## config.mk

```make
export PLATFORM = sky130hd
export DESIGN_NAME = lsu_engine
export DESIGN_NICKNAME = d
export VERILOG_FILES = /design/src/rtl/lsu_engine.sv
export SDC_FILE = /design/constraint.sdc
export NUM_CORES = 1
export LEC_CHECK = 0
export BUFFER_PORTS_ARGS = -buffer_cell sky130_fd_sc_hd__buf_4
export CORE_UTILIZATION = 55
export DETAILED_ROUTE_END_ITERATION = 10
export PLACE_DENSITY = 0.84
export REMOVE_ABC_BUFFERS = 1
export SLEW_MARGIN = 20
export SYNTH_ARGS = -nofsm -noshare
export SYNTH_HDL_FRONTEND = slang
export SYNTH_SLANG_ARGS = --single-unit
export TNS_END_PERCENT = 5
```

## constraint.sdc

```tcl
create_clock -name clk -period 2.49 [get_ports clk]
set_input_delay 0.498 -clock clk [delete_from_list [all_inputs] [get_ports clk]]
set_output_delay 0.498 -clock clk [all_outputs]
set_load 0.01 [all_outputs]
```

## src/rtl/lsu_engine.sv

```systemverilog
// rtl/lsu_engine.sv - RV32I load/store engine: IDLE/READ/WRITE/RESP sequencer over a 1-based word memory.
// Optional feature macro: LSU_MISALIGN_TRAP_EN (misaligned halfword/word accesses return resp_err).
module lsu_engine #(
    parameter int WIDTH = 32
) (
    input  logic             clk,
    input  logic             rst,
    input  logic             req_valid,
    output logic             req_ready,
    input  logic             req_we,
    input  logic [2:0]       req_funct3,
    input  logic [WIDTH-1:0] req_addr,
    input  logic [WIDTH-1:0] req_wdata,
    output logic             resp_valid,
    output logic [WIDTH-1:0] resp_rdata,
    output logic             resp_err,
    output logic             mem_read_en,
    output logic             mem_write_en,
    output logic [WIDTH-1:0] mem_addr,
    output logic [WIDTH-1:0] mem_write_data,
    input  logic [WIDTH-1:0] mem_out_data
);
    typedef enum logic [1:0] {IDLE, READ, WRITE, RESP} state_t;

    state_t           state_q, state_d;
    logic             we_q, we_d;
    logic [2:0]       f3_q, f3_d;
    logic [WIDTH-1:0] addr_q, addr_d;
    logic [WIDTH-1:0] wdata_q, wdata_d;
    logic [WIDTH-1:0] word_q, word_d;
    logic [WIDTH-1:0] rdata_q, rdata_d;
    logic             err_q, err_d;

    logic             code_ok, misalign, req_bad;
    logic [1:0]       lane;
    logic [4:0]       shamt;
    logic [WIDTH-1:0] shifted, load_val, lane_mask, merged, wr_word;

    always_comb begin
        code_ok = req_we ? (req_funct3 inside {3'b000, 3'b001, 3'b010})
                         : (req_funct3 inside {3'b000, 3'b001, 3'b010, 3'b100, 3'b101});
        misalign = ((req_funct3[1:0] == 2'b01) && req_addr[0]) ||
                   ((req_funct3[1:0] == 2'b10) && (req_addr[1:0] != 2'b00));
`ifdef LSU_MISALIGN_TRAP_EN
        req_bad = !code_ok || misalign;
`else
        req_bad = !code_ok;
`endif
    end

    // Without the trap, halfwords drop addr[0] and words drop addr[1:0].
    always_comb begin
        case (f3_q[1:0])
            2'b00:   lane = addr_q[1:0];
            2'b01:   lane = {addr_q[1], 1'b0};
            default: lane = 2'b00;
        endcase
        shamt    = {lane, 3'b000};
        shifted  = mem_out_data >> shamt;
        case (f3_q)
            3'b000:  load_val = {{(WIDTH-8){shifted[7]}}, shifted[7:0]};
            3'b001:  load_val = {{(WIDTH-16){shifted[15]}}, shifted[15:0]};
            3'b100:  load_val = {{(WIDTH-8){1'b0}}, shifted[7:0]};
            3'b101:  load_val = {{(WIDTH-16){1'b0}}, shifted[15:0]};
            default: load_val = mem_out_data;
        endcase
        lane_mask = (f3_q[1:0] == 2'b00) ? ({{(WIDTH-8){1'b0}}, 8'hFF} << shamt)
                                         : ({{(WIDTH-16){1'b0}}, 16'hFFFF} << shamt);
        merged    = (word_q & ~lane_mask) | ((wdata_q << shamt) & lane_mask);
        wr_word   = (f3_q[1:0] == 2'b10) ? wdata_q : merged;
    end

    always_comb begin
        state_d = state_q;
        we_d    = we_q;
        f3_d    = f3_q;
        addr_d  = addr_q;
        wdata_d = wdata_q;
        word_d  = word_q;
        rdata_d = rdata_q;
        err_d   = err_q;
        case (state_q)
            IDLE: begin
                if (req_valid) begin
                    we_d    = req_we;
                    f3_d    = req_funct3;
                    addr_d  = req_addr;
                    wdata_d = req_wdata;
                    if (req_bad) begin
                        state_d = RESP;
                        rdata_d = '0;
                        err_d   = 1'b1;
                    end else if (req_we && (req_funct3 == 3'b010)) begin
                        state_d = WRITE;
                    end else begin
                        state_d = READ;
                    end
                end
            end
            READ: begin
                word_d = mem_out_data;
                if (we_q) begin
                    state_d = WRITE;
                end else begin
                    state_d = RESP;
                    rdata_d = load_val;
                    err_d   = 1'b0;
                end
            end
            WRITE: begin
                state_d = RESP;
                rdata_d = '0;
                err_d   = 1'b0;
            end
            default: state_d = IDLE;
        endcase
    end

    always_ff @(posedge clk) begin
        if (rst) begin
            state_q <= IDLE;
            we_q    <= 1'b0;
            f3_q    <= 3'b000;
            addr_q  <= '0;
            wdata_q <= '0;
            word_q  <= '0;
            rdata_q <= '0;
            err_q   <= 1'b0;
        end else begin
            state_q <= state_d;
            we_q    <= we_d;
            f3_q    <= f3_d;
            addr_q  <= addr_d;
            wdata_q <= wdata_d;
            word_q  <= word_d;
            rdata_q <= rdata_d;
            err_q   <= err_d;
        end
    end

    // Outputs are gated by rst so an abandoned access never reaches memory.
    assign req_ready      = (state_q == IDLE);
    assign resp_valid     = (state_q == RESP) && !rst;
    assign resp_rdata     = rst ? '0 : rdata_q;
    assign resp_err       = err_q && !rst;
    assign mem_read_en    = (state_q == READ) && !rst;
    assign mem_write_en   = (state_q == WRITE) && !rst;
    assign mem_addr       = (addr_q >> 2) + WIDTH'(1);
    assign mem_write_data = (state_q == WRITE) ? wr_word : '0;
endmodule

```

==> results.md <==
* Final core occ at 76.8%
* Slew HR at 24.2%
* Die footprint at 0.0129 mm²
* Skew-Pair Late Insertion Delay at 0.42 ns
* Max rail drop VDD at 0.613 mV
* Sw power at 2.96 mW
* Per-cell routed wire length at 17.3 µm
* Clk sinks at 135
* Crit path kind: flip-flop to output port
* Vias at 6918
* Required @ worst endpoint at 1.99 ns
* Routed WL at 20.7 mm
* Ys Warns at 0
* PwrDens at 945 mW/mm²
* Critical Path, Cell by Cell: nor3b_4 -> buf_6 -> mux2i_1 -> nor2_1 -> a21oi_1 -> o22ai_1 -> buf_4
* FILL cells at 906
* Static leakage at 3.97 nW
* Worst min path class: primary input to flip-flop
* RR Startpoint: state_q[0]
* Unrepaired setup endpoints after global routing: yes
* Area added between synthesis and finish at 35.3%
* Iter 0 DRT Violations at 537
* Synth Flop Type: dfxtp_1
* Area leader, netlist: dfxtp_1
* Crit path launch type: flip-flop
* Row count at 40
* Largest net degree at the start of global routing at 68
* Crit end category: output port
* Gpl congestion at 0.850
* Post-DP HPWL at 14.2 mm
* HP Start: req_addr[10]
* Antenna diodes at 0
* Drt drc at 0
* Total CTS buffers at 17
* Synth top cells by count: nand2_1, dfxtp_1, a21oi_1, nor2_1, mux2i_1
* Crit-path slowest cell: dfxtp_4
* Worst hold slack at 0.315 ns
* CP max FO at 8
* First-pass GRT wire length at 31.8 mm
* Max Slew Vio Count at 0
* Htree depth at 4
* Io pins at 204
* Flop pwr share at 32.9%
* Worst Path Buf+Inv at 2
* CTS Buffer Depth at 2
* Arr. time, crit path at 1.98 ns
* Final worst path period share at 99.3%
* Initial core utilization at 56.8%
* Maxcap violations at 0
* P_int at 5.80 mW
* Setup TNS at 0 ns
* Sw frac at 33.8%
* Design Power at 8.76 mW
* Place WS at 0.317 ns
* CTS clk-pin slew, worst paths at 0.06 ns
* CTS root buf: clkbuf_16
* Max Clk Rate at 0.404 GHz
* Post-route setup slack at 0.0164 ns
* Average size of a mapped cell at 8.14 µm²
* CP top delay family: flip-flops
* Final setup viols at 0
* Hold Buf Count CTS at 0
* Fin nets at 1128
* I/O Buffers at 202
* Critical Path Max Stage Delay at 0.39 ns
* Post-synth EDFFs at 0
* Share of the synthesized area in the top cell type at 39.4%
* Core area at 0.0121 mm²
* Post-synth ARST share at 0%
* Initial antenna violation count at 0
* DRT Pass-1 Iters at 5
* Clock Skew at 0.00464 ns
* Die Ht at 114 µm
* Antenna Violating Nets Remaining at 0
* Cells after Synth at 842
* Layout cell share with drive strength beyond 1 at 29.3%
* Synth cell types at 50
* Vias in the first global route at 6404
* CP Launch Point: addr_q[0]
* Synth area leaders: dfxtp_1, nand2_1, mux2i_1, a21oi_1, nor2b_1
* Tmin final at 2.47 ns
* Synthesized cell area at 0.00685 mm²
* Total track usage at 31.5%
* Seq cells post-synth at 135
* Grt ovf at 0
* Seq/Total Area, Yosys at 39.4%
* Vias/cell at 5.76
* Clock Power Share at 32.5%
* Status: finished clean
* Fin. Hold Viols at 0
* Worst-Margin Slew at 1.13 ns
* Most frequent cell after synthesis: nand2_1
* CTS tree: done
* Die X at 114 µm
* Combinational group share of total power at 34.6%
-- layout by cell type, fill, tap and decap left out, types with 4 or more instances in the layout --
| cell | n |
|---|---|
| dfxtp_1 | 120 |
| nor2_1 | 59 |
| o2bb2ai_1 | 30 |
| xnor2_1 | 19 |
| clkbuf_1 | 4 |
| o22ai_1 | 8 |
| mux2i_1 | 48 |
| nand2_1 | 176 |
| nand2_2 | 4 |
| buf_4 | 217 |
| o211a_1 | 16 |
| inv_1 | 6 |
| a221oi_1 | 12 |
| and3_1 | 6 |
| clkbuf_16 | 17 |
| a22o_1 | 7 |
| bufinv_16 | 6 |
| o21ai_0 | 5 |
| nand3_1 | 31 |
| xor2_1 | 9 |
| mux2_2 | 7 |
| dfxtp_2 | 13 |
| a22oi_1 | 8 |
| a21oi_1 | 97 |
| nor2b_1 | 46 |
-- power groups by stage --
stage               clock network (mW)  logic [mW]  registers [mW]
global route                      2.95        3.27            2.92
floorplan                            0        1.80            2.85
global placement                     0        2.88            2.87
finish                            2.84        3.03            2.88
CTS                               2.84        2.97            2.86
detailed placement                   0        2.93            2.89
-- flip-flops by register name (all words and copies together), names as in the netlist --
register	count
addr_q	32
err_q	1
f3_q	3
rdata_q	32
state_q	2
wdata_q	32
we_q	1
word_q	32
-- stage by stage --
stage          instance area (µm²)  std cells
5_1_grt                       9270       1201
3_3_place_gp                  8500       1169
4_1_cts                       9210       1201
2_1_floorplan                 6570        778
6_report                      9270       1201
3_5_place_dp                  8500       1169
-- worst paths after layout --
| path | end | slack [ns] | cells past startpoint |
|---|---|---|---|
| max | mem_write_data[24] | 0.02 | 7 |
| min reg2reg | addr_q[22] | 0.45 | 2 |
| min | addr_q[10] | 0.31 | 3 |
| max reg2reg | rdata_q[5] | 0.30 | 6 |
-- cell families after synthesis --
logic type               share of synthesized area [%]
AND/OR/NAND/NOR                                   23.2
AO/OA/AOI/OAI                                     19.9
flip-flops                                        39.4
buffers and inverters                             4.53
multiplexers                                      8.45
XOR/XNOR                                          3.58
adder cells (fa/ha/maj)                          0.913
other                                           0.0547
-- per-layer routing --
metal / vias up / global-route usage [%] / wire length (µm)
li1: 3277 / - / -
met1: 3271 / 40.6 / 8860
met2: 312 / 51.1 / 9850
met3: 58 / 5.05 / 1190
met4: 0 / 16.1 / 818
met5: - / 0 / 0
-- final cells by class --
type                       count  area [µm²]  area share, %
timing repair buffer         223        1720           18.6
clock buffer                  23         468           5.05
sequential                   135        2730           29.4
tap                          168         210           2.27
clock inverter                 9         195           2.11
multi-input combinational    636        3920           42.3
inverter                       7        26.3          0.283
-- worst reg2reg max path: cells and delay by family, from the launching register on --
| family | cells | cell delay [ns] |
|---|---|---|
| adder cells (fa/ha/maj) | 1 | 0.29 |
| flip-flops | 1 | 0.39 |
| buffers and inverters | 1 | 0.09 |
| AO/OA/AOI/OAI | 1 | 0.34 |
| AND/OR/NAND/NOR | 3 | 1.00 |
-- repair_timing --
| item | 4_1_cts | 5_1_grt |
|---|---|---|
| resized for setup | 19 | 22 |
| pin swaps | 0 | 2 |
| buffers inserted | 0 | 0 |
| endpoints found under the setup margin | 35 | 33 |
| gates cloned | 0 | 0 |
No activity file was read; power rests on OpenSTA's default activity.
